<file path="src/rtl/bitwise_arbiter_pkg.sv">
// Shared opcodes, command payload and arbiter state encoding for bitwise_arbiter.
package bitwise_arbiter_pkg;

    localparam int unsigned OP_W   = 4;
    localparam int unsigned DATA_W = 8;

    localparam logic [OP_W-1:0] OP_MOV_R0 = 4'b0000;
    localparam logic [OP_W-1:0] OP_MOV_R1 = 4'b0001;
    localparam logic [OP_W-1:0] OP_MOV_R2 = 4'b0010;
    localparam logic [OP_W-1:0] OP_MOV_R3 = 4'b0011;
    localparam logic [OP_W-1:0] OP_XOR    = 4'b0100;
    localparam logic [OP_W-1:0] OP_ASL    = 4'b1000;
    localparam logic [OP_W-1:0] OP_SWP_R1 = 4'b1101;
    localparam logic [OP_W-1:0] OP_SWP_R2 = 4'b1110;
    localparam logic [OP_W-1:0] OP_SWP_R3 = 4'b1111;

    // Command handed to the bitwise unit
    typedef struct packed {
        logic [OP_W-1:0]   op;
        logic [DATA_W-1:0] imm;
    } bw_cmd_t;

    typedef enum logic [2:0] {
        IDLE    = 3'd0,
        ISSUE   = 3'd1,
        WAIT_LO = 3'd2,
        WAIT_HI = 3'd3,
        RESP    = 3'd4
    } arb_state_e;

endpackage

</file>
<file path="src/rtl/bitwise_arbiter_rr_arb2.sv">
// Two-input round-robin grant decision with a registered tie-break pointer.
module rr_arb2 (
    input  logic clk,
    input  logic reset,
    input  logic req0,
    input  logic req1,
    input  logic accept,
    input  logic win,
    output logic gnt_c,
    output logic valid_c
);

    // Requester that wins the next tie
    logic prio_q;

    // Pointer moves away from the requester whose command was just accepted
    always_ff @(posedge clk or negedge reset) begin
        if (!reset) begin
            prio_q <= 1'b0;
        end else if (accept) begin
            prio_q <= ~win;
        end
    end

    assign valid_c = req0 | req1;
    assign gnt_c   = (req0 & req1) ? prio_q : req1;

endmodule

</file>
<file path="src/rtl/bitwise_arbiter.sv">
// Shares one bitwise datapath unit between two req/ack requesters with a done watchdog.
module bitwise_arbiter
    import bitwise_arbiter_pkg::*;
#(
    parameter int unsigned TIMEOUT = 64,
    parameter int unsigned CW      = 8
) (
    input  logic        clk,
    input  logic        reset,
    input  logic        req0,
    input  logic [3:0]  op0,
    input  logic [7:0]  in0,
    output logic        ack0,
    output logic [7:0]  rdata0,
    output logic        err0,
    input  logic        req1,
    input  logic [3:0]  op1,
    input  logic [7:0]  in1,
    output logic        ack1,
    output logic [7:0]  rdata1,
    output logic        err1,
    output logic        bw_s,
    output logic [3:0]  bw_op,
    output logic [7:0]  bw_in,
    input  logic [7:0]  bw_out,
    input  logic        bw_done,
    output logic        busy
);

    arb_state_e  state_q, state_d;
    logic        gnt_q, gnt_d;
    logic [CW-1:0] wdog_q, wdog_d, wdog_inc;
    bw_cmd_t     cmd_q, cmd_d;
    logic [7:0]  rdata0_q, rdata0_d, rdata1_q, rdata1_d;
    logic        err0_q, err0_d, err1_q, err1_d;
    logic        ack0_q, ack1_q, bw_s_q, busy_q;
    logic        arb_gnt, arb_valid, accept;

    rr_arb2 u_rr (
        .clk     (clk),
        .reset   (reset),
        .req0    (req0),
        .req1    (req1),
        .accept  (accept),
        .win     (gnt_q),
        .gnt_c   (arb_gnt),
        .valid_c (arb_valid)
    );

    // State register
    always_ff @(posedge clk or negedge reset) begin
        if (!reset) begin
            state_q <= IDLE;
        end else begin
            state_q <= state_d;
        end
    end

    // Next-state, grant latch, watchdog and result capture
    always_comb begin
        state_d  = state_q;
        gnt_d    = gnt_q;
        wdog_d   = wdog_q;
        cmd_d    = cmd_q;
        rdata0_d = rdata0_q;
        rdata1_d = rdata1_q;
        err0_d   = err0_q;
        err1_d   = err1_q;
        accept   = 1'b0;
        wdog_inc = wdog_q + CW'(1);

        case (state_q)
            IDLE: begin
                if (arb_valid) begin
                    gnt_d     = arb_gnt;
                    cmd_d.op  = arb_gnt ? op1 : op0;
                    cmd_d.imm = arb_gnt ? in1 : in0;
                    state_d   = ISSUE;
                end
            end
            ISSUE: begin
                wdog_d  = '0;
                state_d = WAIT_LO;
            end
            WAIT_LO: begin
                wdog_d = wdog_inc;
                if (wdog_inc == CW'(TIMEOUT)) begin
                    if (gnt_q) err1_d = 1'b1;
                    else       err0_d = 1'b1;
                    state_d = RESP;
                end else if (!bw_done) begin
                    state_d = WAIT_HI;
                end
            end
            WAIT_HI: begin
                wdog_d = wdog_inc;
                if (bw_done) begin
                    if (gnt_q) begin
                        rdata1_d = bw_out;
                        err1_d   = 1'b0;
                    end else begin
                        rdata0_d = bw_out;
                        err0_d   = 1'b0;
                    end
                    state_d = RESP;
                end else if (wdog_inc == CW'(TIMEOUT)) begin
                    if (gnt_q) err1_d = 1'b1;
                    else       err0_d = 1'b1;
                    state_d = RESP;
                end
            end
            RESP: begin
                accept  = 1'b1;
                state_d = IDLE;
            end
            default: begin
                state_d = IDLE;
            end
        endcase
    end

    // Datapath registers and registered handshake outputs
    always_ff @(posedge clk or negedge reset) begin
        if (!reset) begin
            gnt_q    <= 1'b0;
            wdog_q   <= '0;
            cmd_q    <= '0;
            rdata0_q <= '0;
            rdata1_q <= '0;
            err0_q   <= 1'b0;
            err1_q   <= 1'b0;
            ack0_q   <= 1'b0;
            ack1_q   <= 1'b0;
            bw_s_q   <= 1'b0;
            busy_q   <= 1'b0;
        end else begin
            gnt_q    <= gnt_d;
            wdog_q   <= wdog_d;
            cmd_q    <= cmd_d;
            rdata0_q <= rdata0_d;
            rdata1_q <= rdata1_d;
            err0_q   <= err0_d;
            err1_q   <= err1_d;
            ack0_q   <= (state_d == RESP) && !gnt_d;
            ack1_q   <= (state_d == RESP) && gnt_d;
            bw_s_q   <= (state_d == ISSUE);
            busy_q   <= (state_d != IDLE);
        end
    end

    assign ack0   = ack0_q;
    assign ack1   = ack1_q;
    assign rdata0 = rdata0_q;
    assign rdata1 = rdata1_q;
    assign err0   = err0_q;
    assign err1   = err1_q;
    assign bw_s   = bw_s_q;
    assign bw_op  = cmd_q.op;
    assign bw_in  = cmd_q.imm;
    assign busy   = busy_q;

endmodule

</file>
<file path="config.mk">
export PLATFORM = sky130hd
export DESIGN_NAME = bitwise_arbiter
export DESIGN_NICKNAME = d
export VERILOG_FILES = /design/src/rtl/bitwise_arbiter_pkg.sv /design/src/rtl/bitwise_arbiter_rr_arb2.sv /design/src/rtl/bitwise_arbiter.sv
export SDC_FILE = /design/constraint.sdc
export NUM_CORES = 1
export LEC_CHECK = 0
export BUFFER_PORTS_ARGS = -buffer_cell sky130_fd_sc_hd__buf_2
export CAP_MARGIN = 20
export CELL_PAD_IN_SITES_DETAIL_PLACEMENT = 0
export CELL_PAD_IN_SITES_GLOBAL_PLACEMENT = 1
export CORE_UTILIZATION = 38
export CTS_CLUSTER_DIAMETER = 200
export DETAILED_ROUTE_END_ITERATION = 6
export PLACE_DENSITY_LB_ADDON = 0.1
export SYNTH_ARGS = -nofsm -noshare
export SYNTH_HDL_FRONTEND = slang
export SYNTH_SLANG_ARGS = --single-unit
</file>
<file path="constraint.sdc">
create_clock -name clk -period 2.35 [get_ports clk]
set_input_delay 0.3525 -clock clk [delete_from_list [all_inputs] [get_ports clk]]
set_output_delay 0.3525 -clock clk [all_outputs]
set_load 0.01 [all_outputs]
</file>
==> impl_metrics.yaml <==
sta:
  finalMaxSlewViolations: 0
  whs_ps: 290
  post-route-period-util_pct: 77.5
  fin_skew_ps: 4.15
  hold_viol: 0
  final.setup.tns_ps: 0
  final-setup-viol-count: 0
  max_freq_ghz: 0.549
  rsz0062_at_grt: "no"
  tightest_slew_ps: 553
  fin_crit_ps: 1820
  setup_ws_ps: 529
  slew_headroom_pct: 63.1
cells_and_area:
  drive_above_1_share_pct: 40.9
  diodes: 0
  fillCellCount: 486
  area_growth_pct: 27.1
  final_common_cell: "buf_2"
  nets: 297
  final_cell_mix: "buf_2, dfrtp_1, nor2_1, a21oi_1, mux2_2"
  final_core_util_pct: 51.3
worst_setup_path:
  critPathMaxFanout: 9
  rrSetupSlack_ps: 530
  slowest_delay_ps: 450
  endpoint_kind: "register"
  required_ps: 2530
  worstPathCellList: "or3_4, o21ai_2, or3_1, mux2_2"
  crit_type: "register to register"
  cp_data_arrival_time_ps: 2000
  cp-start-kind: "register"
  crit_slowest_cell: "dfrtp_1"
place:
  gp_congestion: 0.835
  preCtsSetupSlack_ps: 504
  port_buffers: 70
  place_hpwl_mm: 3.22
clock_network:
  holdBufCountCts: 1
  cts_setup_buffers: 0
  numClockSinks: 47
  cts_root_buf: "clkbuf_8"
  clk_path_buf_depth: 2
  ctsResizeCount: 0
  clk_latency_ps: 290
  clk_pin_slew_ps: 80
  cts_tree: "built"
  cts_max_level: 2
  cts_buffers: 5
detailed_routing:
  drt_iter0_drc: 64
  routed_wirelength_mm: 4.28
  via_per_inst: 4.81
  wl_per_cell_microns: 13.0
  drt_first_pass_iters: 4
  post-route-drc-count: 0
  vias: 1582
  ant_nets: 0
yosys:
  synth_top_family_by_area: "multiplexers"
  yosys_warnings: 0
  synth-seq-cells: 47
  synth-edff-count: 0
  yosys.area_share.simple_pct: 11.5
  synth.net_count: 224
  syn_area_sq_um: 2100
  syn_area_per_cell_sq_um: 11.4
  synth_compound_area_share_pct: 12.2
  synth-seq-area-share_pct: 55.9
  synthAdderAreaFrac_pct: 1.19
  synth_cell_type_count: 38
  netlist_instances: 185
  synth-xor-area-share_pct: 2.08
  synthMuxAreaShare_pct: 14.3
  synthFlopType: "dfrtp_1"
  synthArstFlopShare_pct: 100
grt:
  grt_start_max_net_pins: 26
  grt_pass1_wl_mm: 7.22
  grt_pass1_vias: 1490
  grt_use_met3_pct: 4.91
  grtUsageMet2_pct: 24.0
  overflow: 0
  grt.total_usage_pct: 15.7
  antenna_found_initial: 0
  top_usage_layer: "met2"
  use_met1_pct: 21.0
power:
  p_leak_nw: 1.33
  peakVddDrop_mv: 0.540
  p_per_area_nw_per_um2: 1230
die:
  core-area_sq_um: 5200
  die_h_microns: 76.4
  start_util_pct: 40.4
  die_x_microns: 76.4
  num_io_pins: 71
  rows: 26
  die_area_sq_um: 5840
job:
  drv_cap: 0
status:
  status: "finished clean"
worst_hold_path:
  hold_path.class: "primary input to register"
==> cell families after synthesis <==
group / count (synthesis)
and+or+nand+nor: 49
AOI/OAI and AO/OA: 42
xor gates and xnor gates: 5
buffers and inverters: 12
muxes: 28
adders and majority gates: 2
DFF: 47
==> Yosys cell counts, types with 3 or more instances <==
master,count,area share (%)
buf_2,6,1.4
mux2i_1,12,5.7
mux2_2,16,8.6
clkbuf_1,3,0.54
a21o_1,3,1.1
xor2_1,3,1.2
a31oi_1,3,0.89
nand3_1,3,0.71
a21oi_1,18,4.3
nand2_1,10,1.8
nor2_1,19,3.4
nand2b_1,3,0.89
dfrtp_1,47,56
o21ai_0,7,1.7
==> path summary, 6_finish.rpt <==
check / to / start / cells after the start
worst min register to register: err0$_DFFE_PN0P_ / err0$_DFFE_PN0P_ / 2
worst min-delay path: state_q[0]$_DFF_PN0_ / bw_done / 2
worst max register to register: rdata1[6]$_DFFE_PN0P_ / state_q[2]$_DFF_PN0_ / 4
max in group asynchronous: rdata1[4]$_DFFE_PN0P_ / reset / 3
worst max-delay path: rdata1[6]$_DFFE_PN0P_ / state_q[2]$_DFF_PN0_ / 4
min in group asynchronous: wdog_q[4]$_DFFE_PN0P_ / reset / 2
==> report_power, final <==
group / total [W] / switching [W] / leakage, nW / internal (W)
combinational: 0.00124 / 0.000667 / 0.689 / 0.000577
sequential: 0.00136 / 0.000215 / 0.571 / 0.00114
clock: 0.000678 / 0.000253 / 0.0654 / 0.000425
total: 0.00328 / 0.00113 / 1.33 / 0.00214
==> critical path: cells and delay by family (launching register included) <==
family	cells	cell delay, ps
compound gates	1	140
simple gates	2	730
flops	1	450
mux	1	380
==> layer usage <==
metal	routed length [microns]	vias up
met5	0	-
met4	57	0
met3	240	6
met2	1890	44
met1	2090	736
li1	-	796
==> flip-flops by register name, indices dropped and copies added, names as in the netlist <==
| name | flops |
|---|---|
| bw_in | 8 |
| rdata0 | 8 |
| rdata1 | 8 |
| wdog_q | 8 |
| bw_op | 4 |
| state_q | 3 |
| ack0 | 1 |
| ack1 | 1 |
| busy | 1 |
| bw_s | 1 |
| err0 | 1 |
| err1 | 1 |
| gnt_q | 1 |
| u_rr.prio_q | 1 |
==> layout make-up <==
cell class | instances | area [sq um] | share of cell area [%]
sequential | 47 | 1180 | 44.0
inverter | 1 | 3.75 | 0.140
clock buffer | 6 | 72.6 | 2.72
multi-input combinational | 126 | 867 | 32.4
clock inverter | 2 | 60.1 | 2.25
timing repair buffer | 77 | 405 | 15.2
tap | 70 | 87.6 | 3.28
==> per-stage QoR <==
step / cells / power, W / instance area, sq um
after detailed placement: 320 / 0.00263 / 2530
final: 329 / 0.00328 / 2670
after floorplan: 185 / 0.00216 / 2100
after CTS: 329 / 0.00333 / 2670
after global placement: 320 / 0.00262 / 2530
after global routing: 329 / 0.00354 / 2670
Power figures use the tool's default switching activity.
